===== src/rtl/add_join_pkg.sv =====
// Shared definitions for the N-input arithmetic stream join.
//   ADD_WRAP / ADD_FULL / ADD_SAT : overflow-handling modes
//   calc_ow   : output width for a given (N, W, MODE)
//   sign_ext  : sign-extend a W-bit operand to the accumulator width
//   sat_clamp : clamp a full-precision sum into the signed W-bit range
//   skid_state_t : occupancy states of the 2-entry output buffer
// Operand width W is limited to DAT_MAX bits by the helper signatures.
package add_join_pkg;

   localparam int ADD_WRAP = 0;
   localparam int ADD_FULL = 1;
   localparam int ADD_SAT  = 2;

   localparam int DAT_MAX = 64;
   // Accumulator width: DAT_MAX + log2(16) + 1 guard bit, rounded up.
   localparam int ACC_W   = 72;

   typedef enum logic [1:0] {
      SK_EMPTY = 2'd0,
      SK_ONE   = 2'd1,
      SK_TWO   = 2'd2
   } skid_state_t;

   function automatic int calc_ow(input int n, input int w, input int mode);
      return (mode == ADD_FULL) ? w + $clog2(n) : w;
   endfunction

   function automatic logic signed [ACC_W-1:0] sign_ext(input logic [DAT_MAX-1:0] v,
                                                        input int w);
      logic signed [ACC_W-1:0] t;
      t = {{(ACC_W-DAT_MAX){1'b0}}, v};
      // Park the operand's sign bit in the MSB, then shift back arithmetically.
      t = t <<< (ACC_W - w);
      return t >>> (ACC_W - w);
   endfunction

   function automatic logic [DAT_MAX-1:0] sat_clamp(input logic signed [ACC_W-1:0] s,
                                                    input int w);
      logic signed [ACC_W-1:0] hi;
      logic signed [ACC_W-1:0] lo;
      hi        = '0;
      hi[w-1]   = 1'b1;
      hi        = hi - ACC_W'(1);
      lo        = -hi - ACC_W'(1);
      if (s > hi) begin
         return DAT_MAX'(hi);
      end else if (s < lo) begin
         return DAT_MAX'(lo);
      end else begin
         return DAT_MAX'(s);
      end
   endfunction

endpackage


===== src/rtl/add_skid2.sv =====
// Two-entry elastic buffer. Accepts one word per cycle while not full and
// presents the oldest word on out_dat. in_ready is registered, so there is no
// combinational path from out_ack back to the producer side.
//   clk, reset_n : clock, asynchronous active-low reset
//   in_dat/in_req/in_ready : write side (push = in_req & in_ready)
//   out_dat/out_req/out_ack : read side (pop = out_req & out_ack)
//
// state    | meaning
// ---------+-----------------------------------------------
// SK_EMPTY | no words held, out_req low
// SK_ONE   | e0 valid; can push and pop in the same cycle
// SK_TWO   | e0 and e1 valid; in_ready low until a pop
module add_skid2
   import add_join_pkg::*;
#(
   parameter int DW = 32
) (
   input  logic          clk,
   input  logic          reset_n,
   input  logic [DW-1:0] in_dat,
   input  logic          in_req,
   output logic          in_ready,
   output logic [DW-1:0] out_dat,
   output logic          out_req,
   input  logic          out_ack
);

   skid_state_t   state_q, state_d;
   logic [DW-1:0] e0_q, e0_d;
   logic [DW-1:0] e1_q, e1_d;
   logic          rdy_q, rdy_d;
   logic          push, pop;

   assign push = in_req & rdy_q;
   assign pop  = (state_q != SK_EMPTY) & out_ack;

   always_ff @(posedge clk or negedge reset_n) begin
      if (!reset_n) begin
         state_q <= SK_EMPTY;
         e0_q    <= '0;
         e1_q    <= '0;
         rdy_q   <= 1'b0;
      end else begin
         state_q <= state_d;
         e0_q    <= e0_d;
         e1_q    <= e1_d;
         rdy_q   <= rdy_d;
      end
   end

   always_comb begin
      state_d = state_q;
      e0_d    = e0_q;
      e1_d    = e1_q;
      case (state_q)
         SK_EMPTY: begin
            if (push) begin
               e0_d    = in_dat;
               state_d = SK_ONE;
            end
         end
         SK_ONE: begin
            if (push && pop) begin
               e0_d = in_dat;
            end else if (push) begin
               e1_d    = in_dat;
               state_d = SK_TWO;
            end else if (pop) begin
               state_d = SK_EMPTY;
            end
         end
         SK_TWO: begin
            if (pop) begin
               e0_d    = e1_q;
               state_d = SK_ONE;
            end
         end
         default: state_d = SK_EMPTY;
      endcase
      // Held low through reset so no handshake completes until the first edge after release.
      rdy_d = (state_d != SK_TWO);
   end

   assign in_ready = rdy_q;
   assign out_req  = (state_q != SK_EMPTY);
   assign out_dat  = e0_q;

endmodule


===== src/rtl/add_join_n.sv =====
// N-input arithmetic join: waits until every input stream requests, consumes
// all of them together and emits their sum through a 2-entry elastic buffer.
//   clk, reset_n     : clock, asynchronous active-low reset
//   t_dat [N*W]      : input operands, channel k at [k*W +: W]
//   t_req / t_ack [N]: per-channel handshake
//   i_0_dat [OW]     : sum output (wrap, full precision or saturated by MODE)
//   i_0_req / i_0_ack: output handshake
module add_join_n
   import add_join_pkg::*;
#(
   parameter int N    = 2,
   parameter int W    = 32,
   parameter int MODE = ADD_WRAP,
   localparam int OW  = calc_ow(N, W, MODE)
) (
   input  logic           clk,
   input  logic           reset_n,
   input  logic [N*W-1:0] t_dat,
   input  logic [N-1:0]   t_req,
   output logic [N-1:0]   t_ack,
   output logic [OW-1:0]  i_0_dat,
   output logic           i_0_req,
   input  logic           i_0_ack
);

   localparam int LG = $clog2(N);
   localparam int NP = 1 << LG;
   // Exact for any N operands, so saturation sees the true sum in every mode.
   localparam int SW = W + LG + 1;

   logic signed [SW-1:0]    acc [NP];
   logic signed [SW-1:0]    sum;
   logic signed [ACC_W-1:0] sum_x;
   logic [OW-1:0]           res;
   logic [N-1:0]            others;
   logic                    in_ready;
   logic                    all_req;

   // Pairwise reduction; unused leaves beyond N stay zero.
   always_comb begin
      for (int k = 0; k < NP; k++) begin
         acc[k] = '0;
      end
      for (int k = 0; k < N; k++) begin
         acc[k] = SW'(sign_ext(DAT_MAX'(t_dat[k*W +: W]), W));
      end
      for (int s = 1; s < NP; s = s * 2) begin
         for (int i = 0; i < NP; i = i + 2 * s) begin
            acc[i] = acc[i] + acc[i+s];
         end
      end
      sum = acc[0];
   end

   assign sum_x = ACC_W'(sum);

   always_comb begin
      res = OW'(sum);
      if (MODE == ADD_SAT) begin
         res = OW'(sat_clamp(sum_x, W));
      end
   end

   // A channel's ack only depends on the other channels, so a producer may
   // wait for ack before raising req without deadlocking the join.
   always_comb begin
      t_ack  = '0;
      others = t_req;
      for (int k = 0; k < N; k++) begin
         others    = t_req;
         others[k] = 1'b1;
         t_ack[k]  = in_ready & (&others);
      end
   end

   assign all_req = &t_req;

   add_skid2 #(
      .DW (OW)
   ) u_skid (
      .clk      (clk),
      .reset_n  (reset_n),
      .in_dat   (res),
      .in_req   (all_req),
      .in_ready (in_ready),
      .out_dat  (i_0_dat),
      .out_req  (i_0_req),
      .out_ack  (i_0_ack)
   );

endmodule


===== config.mk =====
export PLATFORM = sky130hd
export DESIGN_NAME = add_join_n
export DESIGN_NICKNAME = d
export VERILOG_FILES = /design/src/rtl/add_join_pkg.sv /design/src/rtl/add_skid2.sv /design/src/rtl/add_join_n.sv
export SDC_FILE = /design/constraint.sdc
export NUM_CORES = 1
export LEC_CHECK = 0
export BUFFER_PORTS_ARGS = -buffer_cell sky130_fd_sc_hd__buf_2
export CAP_MARGIN = 20
export CORE_UTILIZATION = 31
export CTS_CLUSTER_DIAMETER = 100
export DETAILED_ROUTE_END_ITERATION = 7
export SLEW_MARGIN = 20
export SYNTH_ARGS = -nofsm -noshare
export SYNTH_HDL_FRONTEND = slang
export SYNTH_SLANG_ARGS = --single-unit

===== constraint.sdc =====
create_clock -name clk -period 1.8 [get_ports clk]
set_input_delay 0.36 -clock clk [delete_from_list [all_inputs] [get_ports clk]]
set_output_delay 0.36 -clock clk [all_outputs]
set_load 0.005 [all_outputs]

After elaboration in Yosys (flattened, before gate mapping)
Cells that the tools add are included.
{ "totals": {"reg_bits": 67, "word_cells": 33, "inputBits": 69} }
{ "classes": {"n_eq_ne": 6, "n_bitwise": 5, "reduce_logical": 7, "mux": 10, "add_sub_neg": 1} }
{ "op_table": {"columns": ["cell", "count"], "rows": [
  ["$mux 32", 3],
  ["$pmux 32 s3", 1],
  ["$add 32x32->32", 1],
  ["$mux 2", 5],
  ["$ne 2x1->1 const B", 3],
  ["$pmux 2 s3", 1],
  ["$and 1x1->1", 4],
  ["$reduce_and 4->1", 1],
  ["$reduce_and 3->1", 1],
  ["$reduce_bool 3->1", 1],
  ["$eq 2x1->1 const B", 1],
  ["$eq 2x2->1 const B", 1],
  ["$logic_not 2->1", 1],
  ["$ne 2x2->1 const B", 1],
  ["$reduce_and 2->1", 1],
  ["$reduce_bool 2->1", 1],
  ["$logic_and 1x1->1", 1],
  ["$not 1->1", 1]
]} }

Depth between registers and ports, before layout
{ "logic_depth": {"ltp_word": 7, "mapped_depth": 10, "mapped_depth_nobuf": 10} }

Hierarchy
A second synthesis with hierarchy kept.
{ "unflattened": {"cells_unflattened": 410, "area_unflattened_um2": 4554.4} }
{ "modules_own_cells": {"columns": ["mod", "seq_area_each_um2", "area_per_inst_um2", "cells_per_inst", "instances"], "rows": [
  ["add_skid2", 1676.6, 2934.1, 186, 1],
  ["add_join_n", 0.0, 1620.3, 224, 1]
]} }

Least setup slack after synthesis
Ideal clock, no wire load.
{ "synth_path": {"kind": "in2reg", "start": "in t_dat[0]", "end": "reg u_skid.e1_q[30]", "setup_time_ns": 0.125, "t_arrival_ns": 2.508, "t_required_ns": 1.675, "path_stages": 10, "slack_ns": -0.832, "path_cell_list": "ha_1 fa_1 a211oi_2 o21a_1 o21a_1 o32ai_4 a41o_1 a31oi_1 xnor2_1 mux2_2"} }
{ "synth_between": {"elab_chain_len": 1} }
{ "synth_rtl": {"columns": ["item", "line", "text"], "rows": [
  ["start, declared", "add_join_n.sv:18", "input logic [N*W-1:0] t_dat,"],
  ["$add 32x32->32", "add_join_n.sv:49", "acc[i] = acc[i] + acc[i+s];"],
  ["end signal, assigned", "add_skid2.sv:41", "e1_q <= '0;"],
  ["end signal, assigned", "add_skid2.sv:46", "e1_q <= e1_d;"],
  ["end, declared", "add_skid2.sv:30", "logic [DW-1:0] e1_q, e1_d;"]
]} }
No other way between the ends.
A chain may end at the register's enable or synchronous reset.

Final worst setup path
{ "layout_path": {"start": "in t_dat[0]", "end": "reg u_skid.e1_q[18]"} }
The elaborated chain is that of the path after synthesis.

==> summary.txt <==
CTS
  – Worst-skew pair later-pin latency: 320 ps
  – CTS root buffer: clkbuf_16
  – Htree depth: 3
  – Worst-path clk slew: 50 ps
  – Clock sink count: 67
  – CTS Buf Count: 9
  – CTS tree: done
  – Maximum clock insertion buffer count: 2

Power
  – Static leakage: 3.41 nW
  – Pint: 0.00482 W
  – Psw: 0.00237 W
  – Sequential Power Share: 35.1%
  – VDD IR max: 0.561 mV
  – Pwr Total: 0.00719 W
  – Clock power frac: 24.8%
  – Net Sw Frac: 33.0%
  – Logic pwr share: 40.1%
  – Pwr Density: 975 nW/um2

Critical path
  – CP Class: primary input to register
  – CP Data Required Time: 1990 ps
  – Crit path max fanout: 3
  – Startpoint Class: primary input
  – CP Data Arrival Time: 2550 ps
  – Crit Reg-Reg Endpoint: u_skid.out_dat[26]
  – Critical Path End Type: register
  – R2R depth: 9
  – Worst r2r src: u_skid.in_ready
  – R2r setup slk: 30 ps

Route
  – Antenna-violating nets left: 0
  – Avg Vias per Cell: 5.04
  – WL final: 14400 um
  – Total number of vias: 4769
  – Residual DRC: 0
  – Drt pass-1 iters: 4
  – Initial detailed-routing violation count: 308
  – Drt wl/cell: 15.2 um

Timing
  – Final Max Tran Viols: 0
  – Final Hold Fails: 0
  – Final worst slack: -561 ps
  – Fin crit share: 131%
  – Final setup violation count: 49
  – Setup Skew: 7.33 ps
  – Period minus WS final: 2360 ps
  – RSZ-0062 raised after global routing: yes
  – Fmax: 0.424 GHz
  – Setup tns final: -15840 ps
  – Relative slew slack: 69.3%
  – Worst slew pin tran: 456 ps

Synthesis
  – Synth Register Bits: 67
  – Yosys top cell by area: dfrtp_1
  – Post-synth net total: 638
  – Sequential fraction of the synthesis area: 37.3%
  – Mapped Cells: 537
  – Post-Syn Area: 4490 um2
  – Synth top area share: 37.3%
  – Synth Flop Type: dfrtp_1
  – Distinct cell type count after synthesis: 60
  – Fraction of registers with async set/reset: 100%
  – Ys Warns: 0
  – Synth Area per Inst: 8.36 um2
  – Synth area leaders: dfrtp_1 (37%), nand2_1 (9.6%), ha_1 (8.6%)
  – Post-synth EDFFs: 0

Floorplanning
  – Chip Width: 122 um
  – Core box area: 14000 um2
  – Top Ports: 104
  – Initial core utilization: 32.1%
  – Full die area: 15000 um2
  – Row Count: 43
  – Die Ht: 122 um

Placement
  – Placed insts: 907
  – RD Place Congestion: 0.852
  – Pre-CTS WS: -920 ps
  – Buffers on Ports: 103
  – DP HPWL: 10400 um

Layout
  – Fin util: 52.7%
  – Commonest non-fill, non-tap cell in the layout: buf_4
  – Commonest cells after routing, fill and taps aside: buf_4 (120), nand2_1 (110), buf_2 (99)
  – Layout area overhead: 64.2%
  – Final net count: 865
  – # diodes: 0
  – Finished Layout Cells: 947
  – Share of cells above drive strength 1: 47.3%

GRT
  – Initial antenna violation count: 0
  – Number of global-route vias before repair: 4719
  – GRT Resource Usage Total: 18.9%
  – Total global routing overflow: 0
  – First-pass GRT wire length: 22600 um
  – Largest net degree at the start of global routing: 68

Outcome
  – Failing checks: setup timing
  – Status: finished, violations left

Run
  – Total of max-cap violations: 0

Worst hold path
  – Worst hold path class: primary input to async pin
-- cell usage after synthesis, types with 2 or more instances --
cell,n
xnor2_1,14
or2_2,3
nor2b_1,6
and2_1,3
a21o_1,11
o21ai_0,26
a2bb2oi_1,2
xor2_1,12
o21ai_1,12
a41oi_1,3
o21a_1,10
and3_1,4
or3_1,7
nand3_1,7
nor2_1,47
ha_1,31
nor3_1,10
o22ai_1,2
o31ai_1,3
mux2_2,6
a31oi_1,14
clkbuf_1,19
dfrtp_1,67
nand4_1,2
nor4_1,3
a21oi_2,2
inv_1,6
o221a_1,3
buf_2,3
a21oi_1,46
o211ai_1,4
nand2b_1,2
o21bai_1,4
nand2_1,115
a211oi_1,3
-- through the flow --
stage | area, um2 | hold WS (ps)
after floorplan | 4650 | 64.4
after global placement | 6150 | 406
after detailed placement | 6150 | 411
after CTS | 6850 | 73.0
after global routing | 7370 | 80.2
final | 7370 | 35.0
-- state kept, by name, summed over array words and instances (netlist names) --
| register | count |
|---|---|
| u_skid.out_dat | 32 |
| u_skid.state_q | 2 |
| u_skid.e1_q | 32 |
| u_skid.in_ready | 1 |
-- repair_timing --
action / in CTS / in global routing
endpoints found under the setup margin: 48 / 55
pin swaps: 39 / 70
resized for setup: 55 / 72
buffers inserted: 8 / 20
hold buffers: 0 / 0
cloned: 0 / 2
-- power by group through the flow --
stage	combinational [W]	sequential (W)	clock (W)
after floorplan	0.00131	0.00244	0
after global placement	0.00233	0.00249	0
after detailed placement	0.00239	0.00253	0
after CTS	0.00258	0.00251	0.00181
after global routing	0.00319	0.00258	0.00189
final	0.00289	0.00252	0.00179
-- kinds of logic after synthesis --
logic type	Yosys count	share of synthesized area, %
muxes	7	1.73
adders and majority gates	32	9.08
AOI/OAI and AO/OA	161	23.6
xor gates and xnor gates	26	5.07
and+or+nand+nor	215	20.7
buffers and inverters	29	2.51
DFF	67	37.3
-- routing by layer --
| metal | track usage (%) | vias to the layer above | part of all wire (%) |
|---|---|---|---|
| met5 | 0 | - | 0 |
| li1 | - | 2359 | - |
| met4 | 4.19 | 0 | 0.88 |
| met3 | 2.65 | 10 | 3.6 |
| met1 | 25.1 | 2290 | 46 |
| met2 | 32.3 | 110 | 50 |
-- cell type report --
class                      count  area [um2]
tap                          180         225
timing repair buffer         239        1680
inverter                       6        22.5
clock buffer                  11         233
sequential                    67        1680
multi-input combinational    441        3470
clock inverter                 3        65.1
fill                        1307        6610
-- worst max path at each step --
stage,startpoint,depth (start not counted),slack (ps),to
after global placement,t_dat[0],12,-880,u_skid.e1_q[18]
after detailed placement,t_dat[0],11,-920,u_skid.e1_q[30]
final,t_dat[0],14,-560,u_skid.e1_q[18]
after floorplan,t_dat[0],10,-600,u_skid.e1_q[30]
after global routing,t_dat[0],11,-690,u_skid.out_dat[26]
after CTS,t_dat[0],11,-510,u_skid.out_dat[26]
-- worst max-delay path, cell delays in order --
cell,delay (ps)
buf_6,100
ha_4,150
fa_2,370
a211oi_2,300
o21a_2,210
buf_4,120
buf_4,100
nor4_4,50
nor4_4,160
o21bai_1,120
a21oi_1,170
xor2_1,150
buf_4,140
o21ai_1,50
Power figures use the tool's default switching activity.
